File: config.mk
export PLATFORM = sky130hd
export DESIGN_NAME = simon64s128_key_sched
export DESIGN_NICKNAME = d
export VERILOG_FILES = /design/src/rtl/simon_pkg.sv /design/src/rtl/simon64s128_key_step.sv /design/src/rtl/simon64s128_key_sched.sv
export SDC_FILE = /design/constraint.sdc
export NUM_CORES = 2
export LEC_CHECK = 0
export CELL_PAD_IN_SITES_DETAIL_PLACEMENT = 1
export CELL_PAD_IN_SITES_GLOBAL_PLACEMENT = 1
export CORE_MARGIN = 2
export CORE_UTILIZATION = 40
export CTS_CLUSTER_SIZE = 10
export DETAILED_ROUTE_END_ITERATION = 6
export PLACE_DENSITY = 0.65
export SKIP_LAST_GASP = 1
export SLEW_MARGIN = 15
export SYNTH_ARGS = -nofsm -noshare
export SYNTH_HDL_FRONTEND = slang
export SYNTH_SLANG_ARGS = --single-unit
File: constraint.sdc
create_clock -name clk -period 5.8 [get_ports clk]
set_input_delay 1.16 -clock clk [delete_from_list [all_inputs] [get_ports clk]]
set_output_delay 1.16 -clock clk [all_outputs]
set_load 0.05 [all_outputs]
File: src/rtl/simon_pkg.sv
// Shared constants, types and helpers for the Simon64/128 datapath.
// Word size, key words, round count, Z3 sequence and rotators.
package simon_pkg;

  localparam int N = 32;
  localparam int M = 4;
  localparam int T = 44;

  localparam logic [N-1:0] C = 32'hFFFF_FFFC;

  // MSB is the first bit of the sequence
  localparam logic [61:0] Z3 =
    62'b11011011_10101100_01100101_11100000_01001000_10100111_00110100_001111;

  localparam logic [5:0] IDX_MAX = 6'(T - 1);

  typedef enum logic [1:0] {
    IDLE,
    EXPAND,
    READY,
    STREAM
  } state_t;

  function automatic logic [N-1:0] ror(
    input logic [N-1:0] x,
    input int unsigned  s
  );
    return (x >> s) | (x << (N - s));
  endfunction

  function automatic logic [N-1:0] rol(
    input logic [N-1:0] x,
    input int unsigned  s
  );
    return (x << s) | (x >> (N - s));
  endfunction

  function automatic logic z3_bit(input logic [5:0] j);
    return Z3[6'd61 - j];
  endfunction

endpackage

File: src/rtl/simon64s128_key_step.sv
// One Simon64/128 key-expansion step: k[i] from k[i-1], k[i-3], k[i-4].
// Purely combinational so the encrypt-side scheduler can share it.
module simon64s128_key_step
  import simon_pkg::*;
(
  input  logic [N-1:0] km1,
  input  logic [N-1:0] km3,
  input  logic [N-1:0] km4,
  input  logic         z,
  output logic [N-1:0] ki
);

  logic [N-1:0] t0;
  logic [N-1:0] t1;

  assign t0 = ror(km1, 3) ^ km3;
  assign t1 = t0 ^ ror(t0, 1);
  assign ki = C ^ {{(N-1){1'b0}}, z} ^ km4 ^ t1;

endmodule

File: src/rtl/simon64s128_key_sched.sv
// Simon64/128 round-key generator: expands a master key once, then
// replays the stored schedule in either order on request.
module simon64s128_key_sched
  import simon_pkg::*;
(
  input  logic           clk,
  input  logic           rst,
  input  logic [M*N-1:0] key_in,
  input  logic           key_in_vld,
  output logic           key_in_rdy,
  input  logic           start_vld,
  input  logic           start_dir,
  output logic           start_rdy,
  output logic [N-1:0]   rk,
  output logic [5:0]     rk_idx,
  output logic           rk_last,
  output logic           rk_vld,
  input  logic           rk_rdy,
  output logic           keys_valid
);

  state_t state;
  state_t state_n;

  logic [N-1:0] mem [T];
  logic [5:0]   cnt;
  logic         dir;
  logic [5:0]   nxt;
  logic [5:0]   first;
  logic [N-1:0] k_new;
  logic         key_hs;
  logic         start_hs;
  logic         rk_hs;

  function automatic logic at_end(
    input logic       d,
    input logic [5:0] i
  );
    return d ? (i == 6'd0) : (i == IDX_MAX);
  endfunction

  assign key_in_rdy = (state == IDLE) || (state == READY);
  // a pending key wins over a start request
  assign start_rdy  = (state == READY) && !key_in_vld;

  assign key_hs   = key_in_vld && key_in_rdy;
  assign start_hs = start_vld && start_rdy;
  assign rk_hs    = rk_vld && rk_rdy;

  assign nxt   = dir ? rk_idx - 6'd1 : rk_idx + 6'd1;
  assign first = start_dir ? IDX_MAX : 6'd0;

  simon64s128_key_step u_step (
    .km1 (mem[cnt - 6'd1]),
    .km3 (mem[cnt - 6'd3]),
    .km4 (mem[cnt - 6'd4]),
    .z   (z3_bit(cnt - 6'd4)),
    .ki  (k_new)
  );

  always_ff @(posedge clk) begin
    if (rst) state <= IDLE;
    else     state <= state_n;
  end

  always_comb begin
    state_n = state;
    unique case (state)
      IDLE:   if (key_hs) state_n = EXPAND;
      EXPAND: if (cnt == IDX_MAX) state_n = READY;
      READY: begin
        if (key_hs)        state_n = EXPAND;
        else if (start_hs) state_n = STREAM;
      end
      STREAM: if (rk_hs && rk_last) state_n = READY;
      default: state_n = IDLE;
    endcase
  end

  always_ff @(posedge clk) begin
    if (key_hs) begin
      for (int j = 0; j < M; j++) mem[j] <= key_in[j*N +: N];
    end else if (state == EXPAND) begin
      mem[cnt] <= k_new;
    end
  end

  always_ff @(posedge clk) begin
    if (rst) begin
      cnt        <= 6'd0;
      dir        <= 1'b0;
      keys_valid <= 1'b0;
      rk_vld     <= 1'b0;
      rk_last    <= 1'b0;
      rk         <= '0;
      rk_idx     <= 6'd0;
    end else begin
      if (key_hs) begin
        cnt        <= 6'(M);
        keys_valid <= 1'b0;
      end else if (state == EXPAND) begin
        cnt <= cnt + 6'd1;
        if (cnt == IDX_MAX) keys_valid <= 1'b1;
      end
      if (start_hs) begin
        dir     <= start_dir;
        rk_vld  <= 1'b1;
        rk_idx  <= first;
        rk      <= mem[first];
        rk_last <= at_end(start_dir, first);
      end else if (rk_hs) begin
        if (rk_last) begin
          rk_vld <= 1'b0;
        end else begin
          rk_idx  <= nxt;
          rk      <= mem[nxt];
          rk_last <= at_end(dir, nxt);
        end
      end
    end
  end

endmodule
==> impl_results.md <==
* Status: finished with violations
* Failing checks: design-rule violations
* Vias in the first global route at 66200
* Ys Warns at 0
* Routed vias/inst at 7.60
* Synth area leader: edfxtp_1
* Clock buffer count from CTS at 173
* RSZ-0062 raised after global routing: false
* Sink Count at 1458
* Worst-Margin Slew at 1290 ps
* Syn-to-layout area delta at 13.3%
* Uppermost layer routed: met5
* Largest net degree at the start of global routing at 126
* Slew HR at 14.0%
* Setup violators final at 0
* Max_cap viols at 0
* WHS at 475 ps
* DRT met1 WL at 147 mm
* Syn_nets at 5718
* Cells after DPL at 8647
* CTS clk-pin slew, worst paths at 70 ps
* Detailed Route Iter0 Violations at 11800
* Initial antenna violation count at 21
* Crit-path max FO at 40
* CP max-delay cell: xnor2_4
* Chip height at 488 um
* Peak supply drop at 337 uV
* Hold-fix buffers at CTS at 0
* P_leak at 32.2 nW
* Post-route DRC at 21
* Share of cells above drive strength 1 at 39.7%
* Setup_tns at 0 ps
* Vias at 68000
* First-pass GRT wire length at 570 mm
* Tot Pwr at 34.9 mW
* WP buf/inv at 3
* Post-Route WL at 417 mm
* Antenna-violating nets left at 0
* Detail Placement HPWL at 268 mm
* WP data required at 6200 ps
* RD Place Congestion at 0.954
* Row Count at 177
* H-tree level count at 4
* Synth Cell Area at 93600 um^2
* Prevailing post-synth register cell: edfxtp_1
* Global Route Usage Sum at 34.9%
* Met3 WL post-DR at 65.1 mm
* I/O Pins at 177
* Syn_area_per_cell at 16.8 um^2
* Pins Over Slew Limit at 0
* Skew-Pair Late Insertion Delay at 870 ps
* Clock Path Buffers at 3
* Final Hold Fails at 0
* Initial core utilization at 40.2%
* Die X at 488 um
* Sequential cell area fraction in the yosys report at 46.3%
* Post-Synthesis Cells at 5561
* Area contributors post-synth: edfxtp_1 45%, mux4_2 37%, nand2_1 2.5%
* Synthesized flop and latch total at 1458
* Area after DPL at 101000 um^2
* Crit end category: flop
* Ys async rst share at 0%
* Full die area at 238000 um^2
* Most common cell on crit path: xor2_1
* Root Driver: clkbuf_16
* Largest stage delay, worst path at 690 ps
* Metal2 WL at 176 mm
* Cell Count, Final, Fillers Out at 8948
* Setup crit start kind: flop
* Min-Delay Path Class: reg2reg
* Yosys cell types at 91
* Layout Skew at 41.4 ps
* Cell Pwr Density at 330 nW/um^2
* Post-synth EDFFs at 1408
* TritonRoute pass-1 iters at 7
* Worst Path Arrival at 6090 ps
* CP delay by family, top: XOR/XNOR gates
* Synth top cells by count: 1521 x mux4_2, 1408 x edfxtp_1, 625 x nand2_1
* Count leader, synth: mux4_2
* Setup Fix Bufs, Post-CTS at 0
* Overflow after GRT at 0
* CORE AREA at 233000 um^2
* Fin crit period at 5690 ps
* Final-stage net count at 5937
* Port buffer count at 176
* Crit share post-route at 98.1%
* Top-area cell type share of the netlist area at 45.2%
* Critical path, cell by cell: inv_8 -> ha_1 -> xnor2_4 -> buf_12 -> mux4_2 -> a211oi_1 -> nor4bb_1 -> o32ai_1 -> xor2_1 -> xor2_1 -> xnor2_1 -> inv_1
* Fmax at 176 MHz
* WS Path Type: reg2reg
* Post_cts resized at 0
* DR WL/cell at 46.6 um
* CTS tree: yes
* Final Cell Area at 106000 um^2
-- placed cells by master (no fill, tap or decap), drive strengths merged, types with 13 or more instances in the layout --
master	n
o22ai	14
xor2	29
nand3	92
clkdlybuf4s50	174
o21ai	134
mux2	91
mux4	1523
dfxtp	50
inv	32
a211oi	20
a221oi	47
clkbuf	250
nand2	626
a311oi	25
mux2i	201
buf	414
ha	22
o211ai	45
nand4	17
edfxtp	1408
a21oi	165
a31oi	79
diode	13
nor3	20
nor2	140
a22oi	13
xnor2	81
a32oi	29
clkinv	27
-- final cells by class --
type	instances	area, um^2
Clock buffer	250	4710
Fill cell	22100	127000
Timing Repair Buffer	588	5940
Tap cell	3043	3810
Multi-Input combinational cell	3531	47700
Timing Repair inverter	1	7.51
Sequential cell	1458	43300
Clock inverter	37	330
Inverter	27	119
Antenna cell	13	32.5
-- flip-flops by register name, indices dropped and copies added (netlist names) --
register    flops
state           2
rk_vld          1
rk_last         1
dir             1
cnt             6
mem          1408
keys_valid      1
rk_idx          6
rk             32
-- metrics by stage --
stage / worst slack [ps] / util (%)
2_1_floorplan: 160 / -
3_3_place_gp: 418 / 43.4
3_5_place_dp: 242 / 43.4
4_1_cts: 194 / 45.5
5_1_grt: 4.52 / 45.6
6_report: 109 / 45.6
-- worst reg2reg max path: stages (launching register included) --
cell and delay, ps:
dfxtp_4 500, inv_8 140, ha_1 400, xnor2_4 690, buf_12 300, mux4_2 390, a211oi_1 230, nor4bb_1 440
o32ai_1 290, xor2_1 560, xor2_1 170, xnor2_1 500, inv_1 620
-- cell families (layout without fill, tap and decap cells) --
group | count (synthesis) | after routing | synth area share, %
AO/OA/AOI/OAI | 625 | 625 | 4.38
adder cells (fa/ha/maj) | 23 | 23 | 0.316
other | 0 | 13 | 0
multiplexers | 1815 | 1815 | 39.9
buffers and inverters | 572 | 903 | 3.52
flip-flops | 1458 | 1458 | 46.3
AND/OR/NAND/NOR | 950 | 950 | 4.20
XOR/XNOR | 118 | 118 | 1.41
-- metal layers --
metal	up-vias	GRT usage [%]
met5	-	0
met4	6	19.6
met3	1257	13.4
met2	6227	49.2
met1	36100	46.3
li1	24400	-
-- path summary, 6_finish.rpt --
path / cells past startpoint / slack [ps] / startpoint / end
max: 12 / 110 / cnt[0] / mem[8][11]
min: 2 / 470 / rk_vld / rk_vld
max reg2reg: 12 / 110 / cnt[0] / mem[8][11]
min reg2reg: 2 / 470 / rk_vld / rk_vld
-- power breakdown --
part | internal [mW] | switching, mW | total [mW]
clock | 5.69 | 4.55 | 10.2
combinational | 3.08 | 6.61 | 9.69
sequential | 14.8 | 0.196 | 15.0
total | 23.6 | 11.4 | 34.9
No activity file was read; power rests on OpenSTA's default activity.
